`src/rtl/rvvi_retire_buffer.sv`:
```
// Purpose: compacts up to NRET retire lanes per cycle into an in-order single-instruction stream, checking order continuity.
// Latency: an entry written at a clock edge is presented at the head in the following cycle (first-word-fall-through).
// Backpressure: never stalls the core; a group that does not fit in the registered free space is dropped whole and counted.
module rvvi_retire_buffer #(
    parameter int XLEN  = 32,
    parameter int ILEN  = 32,
    parameter int NRET  = 2,
    parameter int DEPTH = 16
) (
    input  logic                   clk,
    input  logic                   reset,
    input  logic [NRET-1:0]        ret_valid,
    input  logic [NRET*64-1:0]     ret_order,
    input  logic [NRET*ILEN-1:0]   ret_insn,
    input  logic [NRET*XLEN-1:0]   ret_pc,
    input  logic [NRET-1:0]        ret_trap,
    input  logic [NRET-1:0]        ret_rd_wen,
    input  logic [NRET*5-1:0]      ret_rd_addr,
    input  logic [NRET*XLEN-1:0]   ret_rd_wdata,
    output logic                   out_valid,
    input  logic                   out_ready,
    output logic [63:0]            out_order,
    output logic [ILEN-1:0]        out_insn,
    output logic [XLEN-1:0]        out_pc,
    output logic                   out_trap,
    output logic                   out_rd_wen,
    output logic [4:0]             out_rd_addr,
    output logic [XLEN-1:0]        out_rd_wdata,
    output logic [$clog2(DEPTH):0] count,
    output logic                   overflow,
    output logic                   order_err,
    output logic [15:0]            dropped_cnt,
    input  logic                   clr_status
);

    localparam int AW = $clog2(DEPTH);
    localparam int CW = AW + 1;

    typedef struct packed {
        logic [63:0]     order;
        logic [ILEN-1:0] insn;
        logic [XLEN-1:0] pc;
        logic            trap;
        logic            rd_wen;
        logic [4:0]      rd_addr;
        logic [XLEN-1:0] rd_wdata;
    } entry_t;

    typedef enum logic {SYNC, RUN} chk_state_t;

    entry_t          mem [DEPTH];
    logic [AW-1:0]   wr_ptr, rd_ptr;
    logic [CW-1:0]   count_q;
    logic [CW-1:0]   n_lanes, free_slots;
    logic [AW-1:0]   lane_off [NRET];
    entry_t          lane_ent [NRET];
    logic            accept, drop, pop;
    entry_t          head;

    chk_state_t      state_q, state_d;
    logic [63:0]     exp_q, exp_d;
    logic            err_hit;
    logic [16:0]     drop_sum;
    logic [15:0]     drop_next;

    // Unpack lanes, count valid lanes and give each valid lane its slot offset.
    always_comb begin
        n_lanes = '0;
        for (int i = 0; i < NRET; i++) begin
            lane_off[i]          = n_lanes[AW-1:0];
            lane_ent[i].order    = ret_order[i*64 +: 64];
            lane_ent[i].insn     = ret_insn[i*ILEN +: ILEN];
            lane_ent[i].pc       = ret_pc[i*XLEN +: XLEN];
            lane_ent[i].trap     = ret_trap[i];
            lane_ent[i].rd_wen   = ret_rd_wen[i];
            lane_ent[i].rd_addr  = ret_rd_addr[i*5 +: 5];
            lane_ent[i].rd_wdata = ret_rd_wdata[i*XLEN +: XLEN];
            n_lanes              = n_lanes + CW'(ret_valid[i]);
        end
    end

    // Admission uses the registered occupancy only; a same-cycle pop earns no credit.
    assign free_slots = CW'(DEPTH) - count_q;
    assign accept     = (n_lanes != '0) && (n_lanes <= free_slots);
    assign drop       = (n_lanes > free_slots);
    assign out_valid  = (count_q != '0);
    assign pop        = out_valid && out_ready;

    // Write accepted lanes into consecutive slots in ascending lane order.
    always_ff @(posedge clk) begin
        if (!reset && accept) begin
            for (int i = 0; i < NRET; i++) begin
                if (ret_valid[i]) begin
                    mem[wr_ptr + lane_off[i]] <= lane_ent[i];
                end
            end
        end
    end

    // Pointer and occupancy update; pointers wrap naturally since DEPTH is a power of two.
    always_ff @(posedge clk) begin
        if (reset) begin
            wr_ptr  <= '0;
            rd_ptr  <= '0;
            count_q <= '0;
        end else begin
            if (accept) wr_ptr <= wr_ptr + n_lanes[AW-1:0];
            if (pop)    rd_ptr <= rd_ptr + AW'(1);
            count_q <= count_q + (accept ? n_lanes : CW'(0)) - CW'(pop);
        end
    end

    // Order checker next state: walk accepted lanes in order, resyncing exp after every lane.
    always_comb begin
        state_d = state_q;
        exp_d   = exp_q;
        err_hit = 1'b0;
        if (drop) begin
            state_d = SYNC;
        end else if (accept) begin
            for (int i = 0; i < NRET; i++) begin
                if (ret_valid[i]) begin
                    if (state_d == RUN && lane_ent[i].order != exp_d) err_hit = 1'b1;
                    state_d = RUN;
                    exp_d   = lane_ent[i].order + 64'd1;
                end
            end
        end
    end

    // Order checker state register.
    always_ff @(posedge clk) begin
        if (reset) begin
            state_q <= SYNC;
            exp_q   <= '0;
        end else begin
            state_q <= state_d;
            exp_q   <= exp_d;
        end
    end

    // Drop counter: a clear in the same cycle as a drop restarts the count from this group.
    always_comb begin
        drop_sum  = {1'b0, (clr_status ? 16'h0 : dropped_cnt)} + 17'(n_lanes);
        drop_next = drop_sum[16] ? 16'hFFFF : drop_sum[15:0];
    end

    // Sticky status; a set in the same cycle as a clear wins.
    always_ff @(posedge clk) begin
        if (reset) begin
            overflow    <= 1'b0;
            order_err   <= 1'b0;
            dropped_cnt <= '0;
        end else begin
            overflow  <= drop | (overflow & ~clr_status);
            order_err <= err_hit | (order_err & ~clr_status);
            if (drop)            dropped_cnt <= drop_next;
            else if (clr_status) dropped_cnt <= '0;
        end
    end

    // Head presentation, forced to zero when empty so no stale entry is visible.
    always_comb begin
        head         = mem[rd_ptr];
        out_order    = out_valid ? head.order    : '0;
        out_insn     = out_valid ? head.insn     : '0;
        out_pc       = out_valid ? head.pc       : '0;
        out_trap     = out_valid ? head.trap     : 1'b0;
        out_rd_wen   = out_valid ? head.rd_wen   : 1'b0;
        out_rd_addr  = out_valid ? head.rd_addr  : '0;
        out_rd_wdata = out_valid ? head.rd_wdata : '0;
    end

    assign count = count_q;

endmodule
```
`config.mk`:
```
export PLATFORM = sky130hd
export DESIGN_NAME = rvvi_retire_buffer
export DESIGN_NICKNAME = d
export VERILOG_FILES = /design/src/rtl/rvvi_retire_buffer.sv
export SDC_FILE = /design/constraint.sdc
export NUM_CORES = 2
export LEC_CHECK = 0
export CAP_MARGIN = 20
export CORE_MARGIN = 5
export CORE_UTILIZATION = 56
export DETAILED_ROUTE_END_ITERATION = 10
export GPL_TIMING_DRIVEN = 0
export MAX_ROUTING_LAYER = met4
export PLACE_DENSITY = 0.74
export SLEW_MARGIN = 0
export SYNTH_ARGS = -nofsm -noshare
export SYNTH_HDL_FRONTEND = slang
export SYNTH_SLANG_ARGS = --single-unit
```
`constraint.sdc`:
```
create_clock -name clk -period 14.85 [get_ports clk]
set_clock_uncertainty 0.05 [all_clocks]
set_input_delay 4.455 -clock clk [delete_from_list [all_inputs] [get_ports clk]]
set_output_delay 4.455 -clock clk [all_outputs]
set_load 0.05 [all_outputs]
```
==> flow_summary.json <==
{
  "fp.dieH_um": 519.6,
  "cts_tree": "done",
  "vias_per_cell": 6.842,
  "final_common_cell": "edfxtp_1",
  "pwr-share-seq": 0.371,
  "powerDensity_mw_per_mm2": 145.5,
  "clk_pin_slew_ns": 0.05,
  "die_x_um": 519.6,
  "arrival_ns": 14.52,
  "rsz0062_at_grt": "false",
  "cts_setup_buffers": 0,
  "synth_ff_type": "edfxtp_1",
  "insertion_delay_ns": 0.96,
  "worstMarginPinSlew_ns": 1.341,
  "grt_use_met1": 0.5157,
  "synth-xor-area-share": 0.01823,
  "start_util": 0.5614,
  "leakage_nw": 52.85,
  "use_met3": 0.09294,
  "gp_congestion": 1.010,
  "switchingPower_w": 0.008147,
  "ios": 531,
  "row_count": 187,
  "synth-compound-area-share": 0.01647,
  "path_max_fanout": 20,
  "status": "complete, no violations",
  "core_mm2": 0.2590,
  "ys_seq_area_frac": 0.5656,
  "synth-simple-area-share": 0.03516,
  "root_buffer": "clkbuf_16",
  "synthCells": 9006,
  "cts_buffers": 313,
  "grt_pass1_wl_um": 731400,
  "cts.sinks": 2772,
  "first_global_vias": 94740,
  "holdWs_ns": 0.4288,
  "cap_violations": 0,
  "htreeDepth": 5,
  "syn_avg_cell_area_um2": 16.15,
  "pwr-share-clk": 0.306,
  "hpwl_um": 376000,
  "io_buffer_count": 497,
  "num_vias": 94340,
  "finalSetupViolCount": 0,
  "post-route-min-period_ns": 13.92,
  "p_int_w": 0.01661,
  "ctsResizeCount": 0,
  "synth_edf_count": 2672,
  "swShare": 0.3291,
  "busiest_layer": "met2",
  "critPathKind": "in -> reg",
  "fin_nets": 10450,
  "drv_slew": 0,
  "final_cell_mix": "2672 x edfxtp_1, 2610 x mux2_2, 855 x clkbuf_1",
  "drt-initial-drc-count": 13240,
  "cts_max_path_buffers": 4,
  "grt_max_degree": 27,
  "max_freq_mhz": 71.86,
  "fin_total_pwr_w": 0.02476,
  "finalWirelength_um": 524700,
  "synthTopCellsByArea": "edfxtp_1 55%, mux2_2 20%, mux4_2 13%",
  "peakVddDrop_mv": 0.1961,
  "syn-num-nets": 9371,
  "cts_hold_buffers": 0,
  "synth_top_cell_by_area": "edfxtp_1",
  "drcViolationCount": 0,
  "final_antenna_net_count": 0,
  "async_reset_ff_frac": 0,
  "hp-class": "reg -> reg",
  "die_area_mm2": 0.2699,
  "crit_path_end_kind": "register",
  "p_comb_frac": 0.323,
  "required_ns": 15.46,
  "ys_types": 78,
  "use_met2": 0.5858,
  "syn_area_mm2": 0.1454,
  "dr.pass1.iters": 8,
  "utilization": 0.6570,
  "synth.area.mux_share": 0.3322,
  "overflow": 0,
  "drive_gt1_frac": 0.4240,
  "wl_per_cell_um": 38.05,
  "synth_warnings": 0,
  "areaGrowthSynthToFinish_pct": 17.03,
  "grt_use_total": 0.3949,
  "yosysTopAreaCellShare": 0.5518,
  "period_share": 0.9370,
  "synth_top_family_by_area": "multiplexers",
  "synth_fa_ha_area_frac": 0.002306,
  "relSlewSlack": 0.1061,
  "cp-start-kind": "primary input",
  "synth_seq_cells": 2772,
  "hold_viol": 0,
  "antenna_found_initial": 77
}
==> kinds of logic (layout without fill, tap and decap cells) <==
family                     after synthesis  after routing
AOI/OAI and AO/OA                      379            379
xor gates and xnor gates               301            301
adders and majority gates               25             25
buffers and inverters                 1109           2406
DFF                                   2772           2772
muxes                                 3456           3456
other                                    0             83
and+or+nand+nor                        964            964
==> critical path, stage by stage <==
cell and delay [ns]:
clkdlybuf4s50_1 1.08, inv_1 0.91, buf_2 0.59, buf_1 0.92
ha_1 0.63, inv_1 0.09, ha_1 0.29, a21boi_0 0.09
o2111ai_1 0.13, nand2b_1 0.25, nor2_2 0.49, nand4_1 0.62
nor3_1 0.38, clkbuf_2 0.79, clkbuf_2 0.85, buf_2 0.48
o21bai_4 0.38, buf_16 0.24, buf_12 0.21, buf_12 0.23
buf_12 0.21
==> worst paths after layout <==
kind | startpoint | to | slack (ns) | cells past startpoint
setup / recovery | ret_valid[0] | mem[4][64] | 0.93 | 21
hold / removal | overflow | overflow | 0.43 | 2
setup reg to reg | count[2] | mem[4][64] | 7.76 | 18
hold reg to reg | overflow | overflow | 0.43 | 2
==> cell usage after synthesis, drive strengths merged, types with 17 or more instances <==
cell type	count
mux4	835
nand4	93
clkbuf	835
buf	220
nand3	66
o211ai	20
and2	179
and4	20
nor2	201
dfxtp	100
inv	52
nor4	40
xor2	86
o21ai	95
nand2b	20
nor3	67
a21oi	98
ha	22
and3	17
mux2	2610
a211oi	50
edfxtp	2672
xnor2	214
o22ai	24
nand2	200
==> stage by stage <==
step / setup slack, ns / instances / instance area (µm²) / TNS, ns
2_1_floorplan: -0.4241 / 9006 / 145400 / -841.78
6_report: 0.9349 / 13790 / 170200 / 0
3_3_place_gp: -15.11 / 12910 / 154600 / -
4_1_cts: 1.604 / 13680 / 169500 / 0
5_1_grt: 1.338 / 13760 / 170100 / 0
3_5_place_dp: 0.6165 / 13140 / 159800 / 0
==> power groups by stage <==
| stage | clock network (W) | registers [W] | logic, W |
|---|---|---|---|
| detailed placement | 0 | 0.00933 | 0.00780 |
| floorplan | 0 | 0.00944 | 0.00465 |
| finish | 0.00758 | 0.00917 | 0.00801 |
| global route | 0.00794 | 0.00919 | 0.00822 |
| global placement | 0 | 0.00962 | 0.00742 |
| CTS | 0.00760 | 0.00917 | 0.00785 |
==> per-layer routing <==
layer | vias up | wire [µm]
met5 | - | 0
met4 | 0 | 31040
met3 | 1333 | 58340
met2 | 6215 | 239900
met1 | 48900 | 195400
li1 | 37890 | -
==> flip-flops by register name, summed over array words and instances (netlist names), named ones only <==
| signal | flops |
|---|---|
| mem | 2672 |
| state_q | 1 |
| wr_ptr | 4 |
| order_err | 1 |
| exp_q | 64 |
| rd_ptr | 4 |
| count | 5 |
| dropped_cnt | 16 |
| overflow | 1 |
==> cell type report <==
type	instances	area (µm²)
multi-input cells	5125	59060
clock buffers	375	8128
flip-flops and latches	2772	82240
clock inverters	160	1555
repair buffers	762	10310
fillers	17880	88840
plain buffers	1055	4210
diodes	83	207.7
inverters	54	202.7
well taps	3402	4257
(Power assumes the default switching activity.)
